**src/rtl/bitpos_assembler.sv**
```systemverilog
// bitpos_assembler
//   Rebuilds a 32-bit word from a stream of 1-based bit positions. A position
//   p in 1..32 means bit p-1. A position of 0 means "no bit" and changes
//   nothing. The block receives one position per beat over a valid/ready
//   handshake. When the beat marked last is accepted, it holds the assembled
//   word, its set-bit count and sticky error flags until the consumer takes
//   them.
//
// Parameters
//   ORDER_CHECK : 1 enables the strictly-ascending position check,
//                 0 ties out_order low.
//
// Ports
//   clk        : single clock, rising edge
//   reset      : synchronous, active-low
//   in_valid   : position beat present
//   in_ready   : block can accept a beat (high only while collecting)
//   in_pos     : position 0..63 (1..32 legal bits, 0 = none)
//   in_last    : beat closes the word
//   out_valid  : result held
//   out_ready  : consumer takes the result
//   out_word   : assembled word
//   out_count  : number of distinct bits set, 0..32
//   out_dup    : a position repeated within the word
//   out_range  : a position in 33..63 was received
//   out_order  : a nonzero position was not above the previous nonzero one
module bitpos_assembler #(
  parameter bit ORDER_CHECK = 1'b1
) (
  input  logic        clk,
  input  logic        reset,
  input  logic        in_valid,
  output logic        in_ready,
  input  logic [5:0]  in_pos,
  input  logic        in_last,
  output logic        out_valid,
  input  logic        out_ready,
  output logic [31:0] out_word,
  output logic [5:0]  out_count,
  output logic        out_dup,
  output logic        out_range,
  output logic        out_order
);

  typedef enum logic {COLLECT, DONE} state_t;

  state_t     state;
  logic [5:0] prev_pos;
  logic       prev_vld;

  logic       pos_legal;
  logic [4:0] bit_idx;
  logic       bit_hit;

  // Bit index is taken modulo 32, so position 32 maps to 0 - 1 = 31
  // without needing a sixth index bit.
  always_comb begin
    pos_legal = (in_pos != 6'd0) && (in_pos <= 6'd32);
    bit_idx   = in_pos[4:0] - 5'd1;
    bit_hit   = out_word[bit_idx];
  end

  // Handshake flags decode straight from the state register, so in_ready
  // never depends combinationally on out_ready.
  assign in_ready  = (state == COLLECT);
  assign out_valid = (state == DONE);

  always_ff @(posedge clk) begin
    if (!reset) begin
      state     <= COLLECT;
      out_word  <= '0;
      out_count <= '0;
      out_dup   <= 1'b0;
      out_range <= 1'b0;
      out_order <= 1'b0;
      prev_pos  <= '0;
      prev_vld  <= 1'b0;
    end else begin
      case (state)
        COLLECT: begin
          if (in_valid) begin
            if (pos_legal) begin
              // A repeated bit raises dup but is not counted again, which
              // keeps the count within 0..32.
              if (bit_hit) begin
                out_dup <= 1'b1;
              end else begin
                out_word[bit_idx] <= 1'b1;
                out_count         <= out_count + 6'd1;
              end
              if (ORDER_CHECK && prev_vld && (in_pos <= prev_pos)) begin
                out_order <= 1'b1;
              end
              prev_pos <= in_pos;
              prev_vld <= 1'b1;
            end else if (in_pos != 6'd0) begin
              out_range <= 1'b1;
            end
            if (in_last) begin
              state <= DONE;
            end
          end
        end
        DONE: begin
          if (out_ready) begin
            state     <= COLLECT;
            out_word  <= '0;
            out_count <= '0;
            out_dup   <= 1'b0;
            out_range <= 1'b0;
            out_order <= 1'b0;
            prev_vld  <= 1'b0;
          end
        end
        default: state <= COLLECT;
      endcase
    end
  end

endmodule
```
**config.mk**
```make
export PLATFORM = sky130hd
export DESIGN_NAME = bitpos_assembler
export DESIGN_NICKNAME = d
export VERILOG_FILES = /design/src/rtl/bitpos_assembler.sv
export SDC_FILE = /design/constraint.sdc
export NUM_CORES = 1
export LEC_CHECK = 0
export ABC_CLOCK_PERIOD_IN_PS = 3400
export CORE_ASPECT_RATIO = 2
export CORE_MARGIN = 2
export CORE_UTILIZATION = 53
export CTS_BUF_LIST = sky130_fd_sc_hd__clkbuf_2
export DETAILED_ROUTE_END_ITERATION = 6
export MAX_ROUTING_LAYER = met4
export PLACE_DENSITY_LB_ADDON = 0.12
export SETUP_SLACK_MARGIN = 0.2
export SYNTH_ARGS = -nofsm -noshare
export SYNTH_HDL_FRONTEND = slang
export SYNTH_SLANG_ARGS = --single-unit
```
**constraint.sdc**
```tcl
create_clock -name clk -period 3.4 [get_ports clk]
set_clock_uncertainty 0.15 [all_clocks]
set_input_delay 0.85 -clock clk [delete_from_list [all_inputs] [get_ports clk]]
set_output_delay 0.85 -clock clk [all_outputs]
set_load 0.005 [all_outputs]
```
# [After elaboration in Yosys (flattened, before gate mapping)]
# Cells that the tools add are included.
[classes] n_addsub=2 n_mul=0 div=0 n_lt_le_gt_ge=4 n_eq_ne=8 shifts=0 n_mux=34 n_bitwise=2 reduce_logical=10
[op_table] op="32-bit two-way mux" n=4
[op_table] op="32-bit one-hot mux with 2 select lines" n=1
[op_table] op="32-bit OR" n=1
[op_table] op="6-bit two-way mux" n=4
[op_table] op="1-bit two-way mux" n=17
[op_table] op="4-bit AND reduction" n=4
[op_table] op="6-bit one-hot mux with 2 select lines" n=1
[op_table] op="1-bit one-hot mux with 2 select lines" n=5
[op_table] op="2-bit by 1-bit != test with 1-bit output, second input constant" n=4
[op_table] op="2-bit != test, second input constant" n=4
[op_table] op="6-bit by 1-bit adder with 6-bit output, second input constant" n=1
[op_table] op="6-bit <= comparator" n=1
[op_table] op="6-bit <= comparator, second input constant" n=1
[op_table] op="5-bit by 6-bit less-than comparator with 1-bit output, second input constant" n=1
[op_table] op="3-bit AND reduction" n=2
[op_table] op="6-bit nonzero test" n=1
[op_table] op="1-bit binary-select mux with 5-bit select" n=1
[op_table] op="1-bit demux with 5-bit select" n=1
[op_table] op="5-bit by 1-bit >= comparator with 1-bit output, second input constant" n=1
[op_table] op="5-bit by 1-bit subtractor with 5-bit output, second input constant" n=1
[op_table] op="1-bit logical AND" n=3
[op_table] op="1-bit inverter" n=1
[word_totals] reg_bits=49 latchBits=0 ramBits=0 romBits=0 in_bits=11 out_inout_bits=43 elab_cells=68 n_memories=0

# [Depth between registers and ports, before layout]
# Gate-level depths: netlist of the first run.
[logic_depth] ltp_word=10 mapped_depth=12

# [Worst setup path after synthesis of the first run]
# No wires, ideal clock.
[synth_path] path_kind="in2reg" startpoint="input in_pos[0]" endpoint="register out_word[10]" setup_time_ns=0.117 t_arrival_ns=2.810 required_ns=3.133 setup_slack_ns=0.323 stages=12 n_path_buf=3 path_cell_list="buf_6 > inv_1 > ha_1 > buf_4 > mux4_2 > nor2_1 > nor2_1 > a2bb2oi_2 > nand3_4 > and3_1 > buf_6 > a32o_1"
[synth_via] elab_chain_cells=10 word_cells_on_any_way=19 cone_classes="add/sub: 1; order compare: 3; eq/ne: 2; mux: 8; bitwise: 1; reduce/logical: 4"
[synth_lines] element="start, declared" line_no="34" text="input logic [5:0] in_pos,"
[synth_lines] element="5-bit by 1-bit subtractor with 5-bit output" line_no="59" text="bit_idx = in_pos[4:0] - 5'd1;"
[synth_lines] element="5-bit by 6-bit less-than comparator with 1-bit output (implied by the code) or 5-bit by 1-bit >= comparator with 1-bit output (tied branches)" line_no="88" text="out_word[bit_idx] <= 1'b1;"
[synth_lines] element="1-bit logical AND (implied by the code)" line_no="88"
[synth_lines] element="1-bit two-way mux (implied by the code)" line_no="88"
[synth_lines] element="1-bit demux with 5-bit select" line_no="88"
[synth_lines] element="32-bit OR (no line)"
[synth_lines] element="32-bit two-way mux" line_no="85" text="if (bit_hit) begin"
[synth_lines] element="32-bit two-way mux" line_no="82" text="if (pos_legal) begin"
[synth_lines] element="32-bit two-way mux" line_no="81" text="if (in_valid) begin"
[synth_lines] element="32-bit one-hot mux with 2 select lines" line_no="79" text="case (state)"
[synth_lines] element="end signal, assigned" line_no="71" text="out_word <= '0;"
[synth_lines] element="end signal, assigned by index" line_no="88"
[synth_lines] element="end signal, assigned" line_no="107" text="out_word <= '0;"
[synth_lines] element="end, declared" line_no="38" text="output logic [31:0] out_word,"
# Parallel ways exist; a longest one is shown, timed or not. The select of a mux whose other input is x is not followed.
# A chain may end at the register's enable or synchronous reset.

# [Final worst setup path of the first run]
[layout_path] startpoint="input in_pos[1]" endpoint="register out_word[13]"
# The elaborated chain is that of the path after synthesis.

==> results of run 1 <==
[cells in the final DEF (no fill, tap or decap), types with 2 or more instances in the layout]
cell type	n
a21o_1	2
a21oi_1	7
a22o_1	5
a2bb2oi_2	2
a31oi_1	3
a32o_1	16
a32o_2	9
and2_1	2
and3_1	2
buf_12	2
buf_4	22
clkbuf_2	6
clkdlybuf4s50_1	53
dfxtp_1	49
ha_1	10
inv_1	12
mux2i_1	6
mux4_1	2
mux4_2	6
nand2_1	27
nand2b_1	2
nand3_1	4
nand4_1	3
nor2_1	16
nor2b_1	7
nor3_1	2
nor3b_1	2
o211ai_1	2
o21a_1	5
o21ai_0	3
o21ai_1	5
o22ai_1	3
[power groups by stage]
stage	clock, W	sequential, W	combinational, W
floorplan	0	0.000604	0.000134
global route	0.000273	0.000596	0.000240
finish	0.000251	0.000594	0.000220
detailed placement	0	0.000605	0.000218
global placement	0	0.000604	0.000212
CTS	0.000258	0.000595	0.000219
[logic make-up after synthesis]
family / Yosys count / synth area share
flip-flops: 49 / 0.379
multiplexers: 14 / 0.0958
buffers and inverters: 31 / 0.0639
adder cells (fa/ha/maj): 11 / 0.0532
XOR/XNOR: 4 / 0.0194
AO/OA/AOI/OAI: 68 / 0.223
AND/OR/NAND/NOR: 77 / 0.165
[worst max-delay path: stages]
cell             delay, ps
clkdlybuf4s50_1        470
inv_1                   60
ha_2                   450
mux4_2                 530
nor2_1                 120
nor2_1                  60
a2bb2oi_2              150
nand3_4                100
and3_1                 320
a32o_1                 210
[worst max path at each step]
stage | start | to | cells after the start | slack, ps
3_3_place_gp | in_pos[1] | out_word[13]$_SDFFE_PN0P_ | 10 | -80
3_5_place_dp | in_pos[1] | out_word[13]$_SDFFE_PN0P_ | 10 | -190
6_report | in_pos[1] | out_word[13]$_SDFFE_PN0P_ | 10 | 350
2_1_floorplan | in_pos[0] | out_word[10]$_SDFFE_PN0P_ | 12 | 320
5_1_grt | in_pos[1] | out_word[9]$_SDFFE_PN0P_ | 10 | 240
4_1_cts | in_pos[1] | out_word[13]$_SDFFE_PN0P_ | 10 | 300
[metrics by stage]
step            util  hold slack (ps)  area, um2  worst slack [ps]  TNS (ps)
6_report       0.697              330       3330               347         0
5_1_grt        0.697              363       3330               242         0
4_1_cts        0.696              332       3320               297         0
3_5_place_dp   0.687              302       3280              -192     -4520
3_3_place_gp   0.687              292       3280             -82.8     -1190
2_1_floorplan      -              286       2580               323         0
[registers in the layout, summed over array words and instances, names as in the netlist]
signal	flops
out_count	6
out_dup	1
out_order	1
out_range	1
out_valid	1
out_word	32
prev_pos	6
prev_vld	1
[cell type report]
| cell class | count | area share |
|---|---|---|
| clock inverter | 2 | 0.00414 |
| sequential | 49 | 0.295 |
| tap | 57 | 0.0214 |
| timing repair buffer | 77 | 0.221 |
| inverter | 13 | 0.0147 |
| clock buffer | 6 | 0.00903 |
| multi-input combinational | 174 | 0.435 |
[metal layers]
| layer | wire length, um | GRT usage | up-vias |
|---|---|---|---|
| met2 | 3420 | 0.430 | 60 |
| met4 | 180 | 0.122 | 0 |
| li1 | - | - | 1078 |
| met3 | 220 | 0.0362 | 12 |
| met5 | 0 | - | - |
| met1 | 2560 | 0.302 | 1090 |
[what timing repair did]
item,CTS,global route
resized for setup,0,1
endpoints found under the setup margin,0,4
buffers inserted,0,0
==> metrics.cfg, run 1 <==
[run_status]
outcome=finished clean

[route]
routed_wl_mm=6.38
drtIter0Drc=51
drc=0
routed_via_density=5.93
wire_per_inst_um=16.9
antenna_left=0
firstDrtPassIters=4
num_vias=2240

[cells_and_area]
seqCellArea_um2=981
final_cells=378
fin_nets=342
area_delta_synth_final_pct=28.7
drive_gt1_frac=0.199
diodes=0
multiInputGateArea_um2=1450
fillers=399

[yosys]
yosysWarnings=0
ys_seq_area_frac=0.379
synth_area_leaders=dfxtp_1, a32o_1, ha_1
synth_top_area_cell=dfxtp_1
synth_ff_type=dfxtp_1
synth_common_cells=dfxtp_1, nand2_1, a32o_1, nor2_1, inv_1
post-synth-top-count-cell=dfxtp_1
synth_seq_cells=49
yosysTopAreaCellShare=0.379
synth.distinct_cells=53
synth_edf_count=0
syn-num-nets=276
synthArstFlopShare=0
syn_area_per_cell_um2=10.2
synth.cell_area_um2=2580
syn_inst=254

[min_path]
min-delay-start=prev_pos[0]$_SDFFE_PN0P_
min_to=prev_pos[0]$_SDFFE_PN0P_
whs_path_depth=2
hp-class=flop to flop

[sta]
slew_viol_final=0
finalCritPeriodShare=0.898
tightest_slew_ps=578
relSlewSlack=0.615
setup-violations-final=0
hold_viol=0
rsz0062_at_grt=no
timing.fmax_mhz=328
post-route-min-period_ps=3050

[floorplanning]
placementRows=36
fp.dieW_um=53.4
initial_core_util=0.541
ios=54
coreArea_um2=4770
die_h_um=103
die_area_um2=5490

[global_route]
grt_usage=0.260
grt-ovfl-total=0
grt_pass1_vias=2111
grt_pass1_wl_mm=10.1
grt_max_degree=33
antenna_found_initial=0

[pwr]
power.switching_w=0.000319
p_per_area_nw_per_um2=320
peakVddDrop_mv=0.303
netSwitchingFraction=0.299
p_total_w=0.00107
leakage_nw=1.31
p_int_w=0.000747
clock_power_share=0.236
p_seq_frac=0.558
combPwrFrac=0.206

[critical_path]
cp.arrival_ps=3310
rr_endpoint=out_word[13]$_SDFFE_PN0P_
worst_r2r_path_depth=6
reg2reg_slack_ps=1350
critical_path.max_fanout=7
critPathLaunchType=primary input
path_class=primary input to flop
end_kind=flop
r2r_start=out_word[14]$_SDFFE_PN0P_
worstPathRequired_ps=3660

[cts]
cts_max_level=2
clockBufferDepth=2
clk_latency_ps=450
clock_sink_count=49
cts.clk_slew.worst_paths_ps=250
ctsRootBufferMaster=clkbuf_2
cts_tree=built
numCtsBuffers=5
cts_hold_buffers=0

[placement]
dp.cells=370
port_buffers=53
gp_congestion=0.892
hpwl_mm=4.80

[run]
cap_violations=0

No activity file was read; power rests on OpenSTA's default activity.
==> inputs of run 2 (changes only) <==
--- a/config.mk
+++ b/config.mk
@@ -5,12 +5,13 @@
 export SDC_FILE = /design/constraint.sdc
 export NUM_CORES = 1
 export LEC_CHECK = 0
+export ABC_AREA = 0
 export ABC_CLOCK_PERIOD_IN_PS = 3400
 export CORE_ASPECT_RATIO = 2
-export CORE_MARGIN = 2
-export CORE_UTILIZATION = 53
+export CORE_UTILIZATION = 60
 export CTS_BUF_LIST = sky130_fd_sc_hd__clkbuf_2
 export DETAILED_ROUTE_END_ITERATION = 6
+export DONT_BUFFER_PORTS = 1
 export MAX_ROUTING_LAYER = met4
 export PLACE_DENSITY_LB_ADDON = 0.12
 export SETUP_SLACK_MARGIN = 0.2
==> run 2 against run 1 <==
Compared with the run above: clock power fell by 7%; clock-buffer cell count shrank 1; flip-flop and latch count is the same; combinational power shrank 27%; critical path depth shrank 1; design area is 20% lower; die area fell by 16%; sequential share of layout area grew 7.6 points; critical endpoint is now out_word[9]$_SDFFE_PN0P_; hold slack got worse by 1.3 ps.
==> metrics.cfg, run 2 (same netlist as run 1, synthesis figures left out) <==
[run_status]
outcome=finished clean

[pwr]
p_per_area_nw_per_um2=374
peakVddDrop_mv=0.267
leakage_nw=1.04

[sta]
post-route-min-period_ps=2770
tightest_slew_ps=757
slew_viol_final=0
rsz0062_at_grt=no
relSlewSlack=0.495
setup-violations-final=0
timing.fmax_mhz=361
finalCritPeriodShare=0.814
hold_viol=0
tns_ps=0
holdWs_ps=329

[critical_path]
slowest_delay_ps=410
critPathBufInv=1
end_kind=flop
critPathSlowestCell=ha_1
cp_num_cells=9
r2r_start=out_word[3]$_SDFFE_PN0P_
worstPathRequired_ps=3620
reg2reg_slack_ps=1310
critPathLaunchType=primary input
path_cells=inv_1 -> ha_1 -> and2b_1 -> a2111oi_2 -> nor3_4 -> a2bb2oi_2 -> nand3_4 -> and3_1 -> a32o_1
worst_r2r_path_depth=7
rr_endpoint=out_word[9]$_SDFFE_PN0P_
critical_path.max_fanout=14
cp.arrival_ps=2990
path_class=primary input to flop
path_delay_family=simple AND/OR/NAND/NOR gates

[global_route]
grt_usage=0.273
grt_pass1_wl_mm=9.25
grt_max_degree=18
antenna_found_initial=0
grt_pass1_vias=1874
grt-ovfl-total=0

[placement]
gp_congestion=0.898
port_buffers=0
dpl_cell_area_um2=2610
hpwl_mm=4.42

[cells_and_area]
largest_register_ffs=32
drive_gt1_frac=0.190
most-common-layout-cells=dfxtp_1, nand2_1, nor2_1, a32o_1, inv_1
area_delta_synth_final_pct=2.42
diodes=0
final_common_cell=dfxtp_1
design_area_um2=2650
regMostFlops=out_word
fin_nets=274
top_regs=out_word: 32 flops, out_count: 6 flops, prev_pos: 6 flops

[floorplanning]
ios=54
die_area_um2=4590
fp.dieW_um=48.4
coreArea_um2=4130
initial_core_util=0.626
placementRows=33
die_h_um=94.8

[route]
drtIter0Drc=47
routed_wl_mm=5.89
drc=0
wire_per_inst_um=19.3
firstDrtPassIters=4
antenna_left=0
routed_via_density=6.48
num_vias=1975

[cts]
clockBufferDepth=2
cts_resized=0
ctsRootBufferMaster=clkbuf_2
cts_hold_buffers=0
cts_tree=built
cts_max_level=2
numCtsBuffers=5
post_cts_buffers=0
cts.clk_slew.worst_paths_ps=250
clock_sink_count=49
clk_latency_ps=430

[min_path]
min_to=prev_pos[5]$_SDFFE_PN0P_
min-delay-start=prev_pos[5]$_SDFFE_PN0P_
hp-class=flop to flop
whs_path_depth=2

[run]
cap_violations=0

==> run 2: cell types whose count changed in the layout (fill, tap and decap cells not counted) <==
cell	delta
clkbuf_2	-1
clkdlybuf4s50_1	-53
clkinv_2	+1
buf_12	-2
inv_6	-1
ha_1	+1
ha_2	-1
clkinvlp_4	+1
buf_4	-13
==> run 2: worst reg2reg max path, stage by stage, from the launching register on <==
cell       delay, ps
dfxtp_1          470
mux4_2           260
nor2_1            40
nor2_1           140
a2bb2oi_2        200
nand3_4          170
and3_1           310
a32o_1           290
==> run 2: area by class of cell <==
cell class	instances	area (um2)
flip-flops and latches	49	981
well taps	52	65.1
multi-input cells	174	1440
repair buffers	9	67.6
fillers	369	1480
inverters	13	48.8
clock inverters	3	17.5
clock buffers	5	25.0
==> run 2: worst max path at each step <==
stage / startpoint / end
6_report: in_pos[0] / out_word[9]$_SDFFE_PN0P_
2_1_floorplan: in_pos[0] / out_word[10]$_SDFFE_PN0P_
3_3_place_gp: in_pos[0] / out_word[9]$_SDFFE_PN0P_
4_1_cts: in_pos[0] / out_word[9]$_SDFFE_PN0P_
5_1_grt: in_pos[0] / out_word[14]$_SDFFE_PN0P_
3_5_place_dp: in_pos[0] / out_word[9]$_SDFFE_PN0P_
==> run 2: through the flow <==
| step | util | std cells | power, W | setup slack [ps] |
|---|---|---|---|---|
| 6_report | 0.641 | 305 | 0.000989 | 631 |
| 5_1_grt | 0.641 | 305 | 0.00103 | 543 |
| 4_1_cts | 0.641 | 305 | 0.000995 | 642 |
| 3_5_place_dp | 0.631 | 297 | 0.000766 | 150 |
| 3_3_place_gp | 0.631 | 297 | 0.000763 | 197 |
| 2_1_floorplan | - | 254 | 0.000738 | 323 |
==> run 2: power by group <==
part	internal (W)	switching, W	total [W]
logic	0.0000665	0.0000931	0.000160
registers	0.000587	0.00000878	0.000596
clock network	0.0000480	0.000186	0.000234
==> run 2: layer usage <==
metal | vias up | track usage | share of wire
met4 | 0 | 0.115 | 0.034
met2 | 60 | 0.494 | 0.54
li1 | 942 | - | -
met1 | 962 | 0.277 | 0.37
met5 | - | - | 0
met3 | 11 | 0.0676 | 0.058
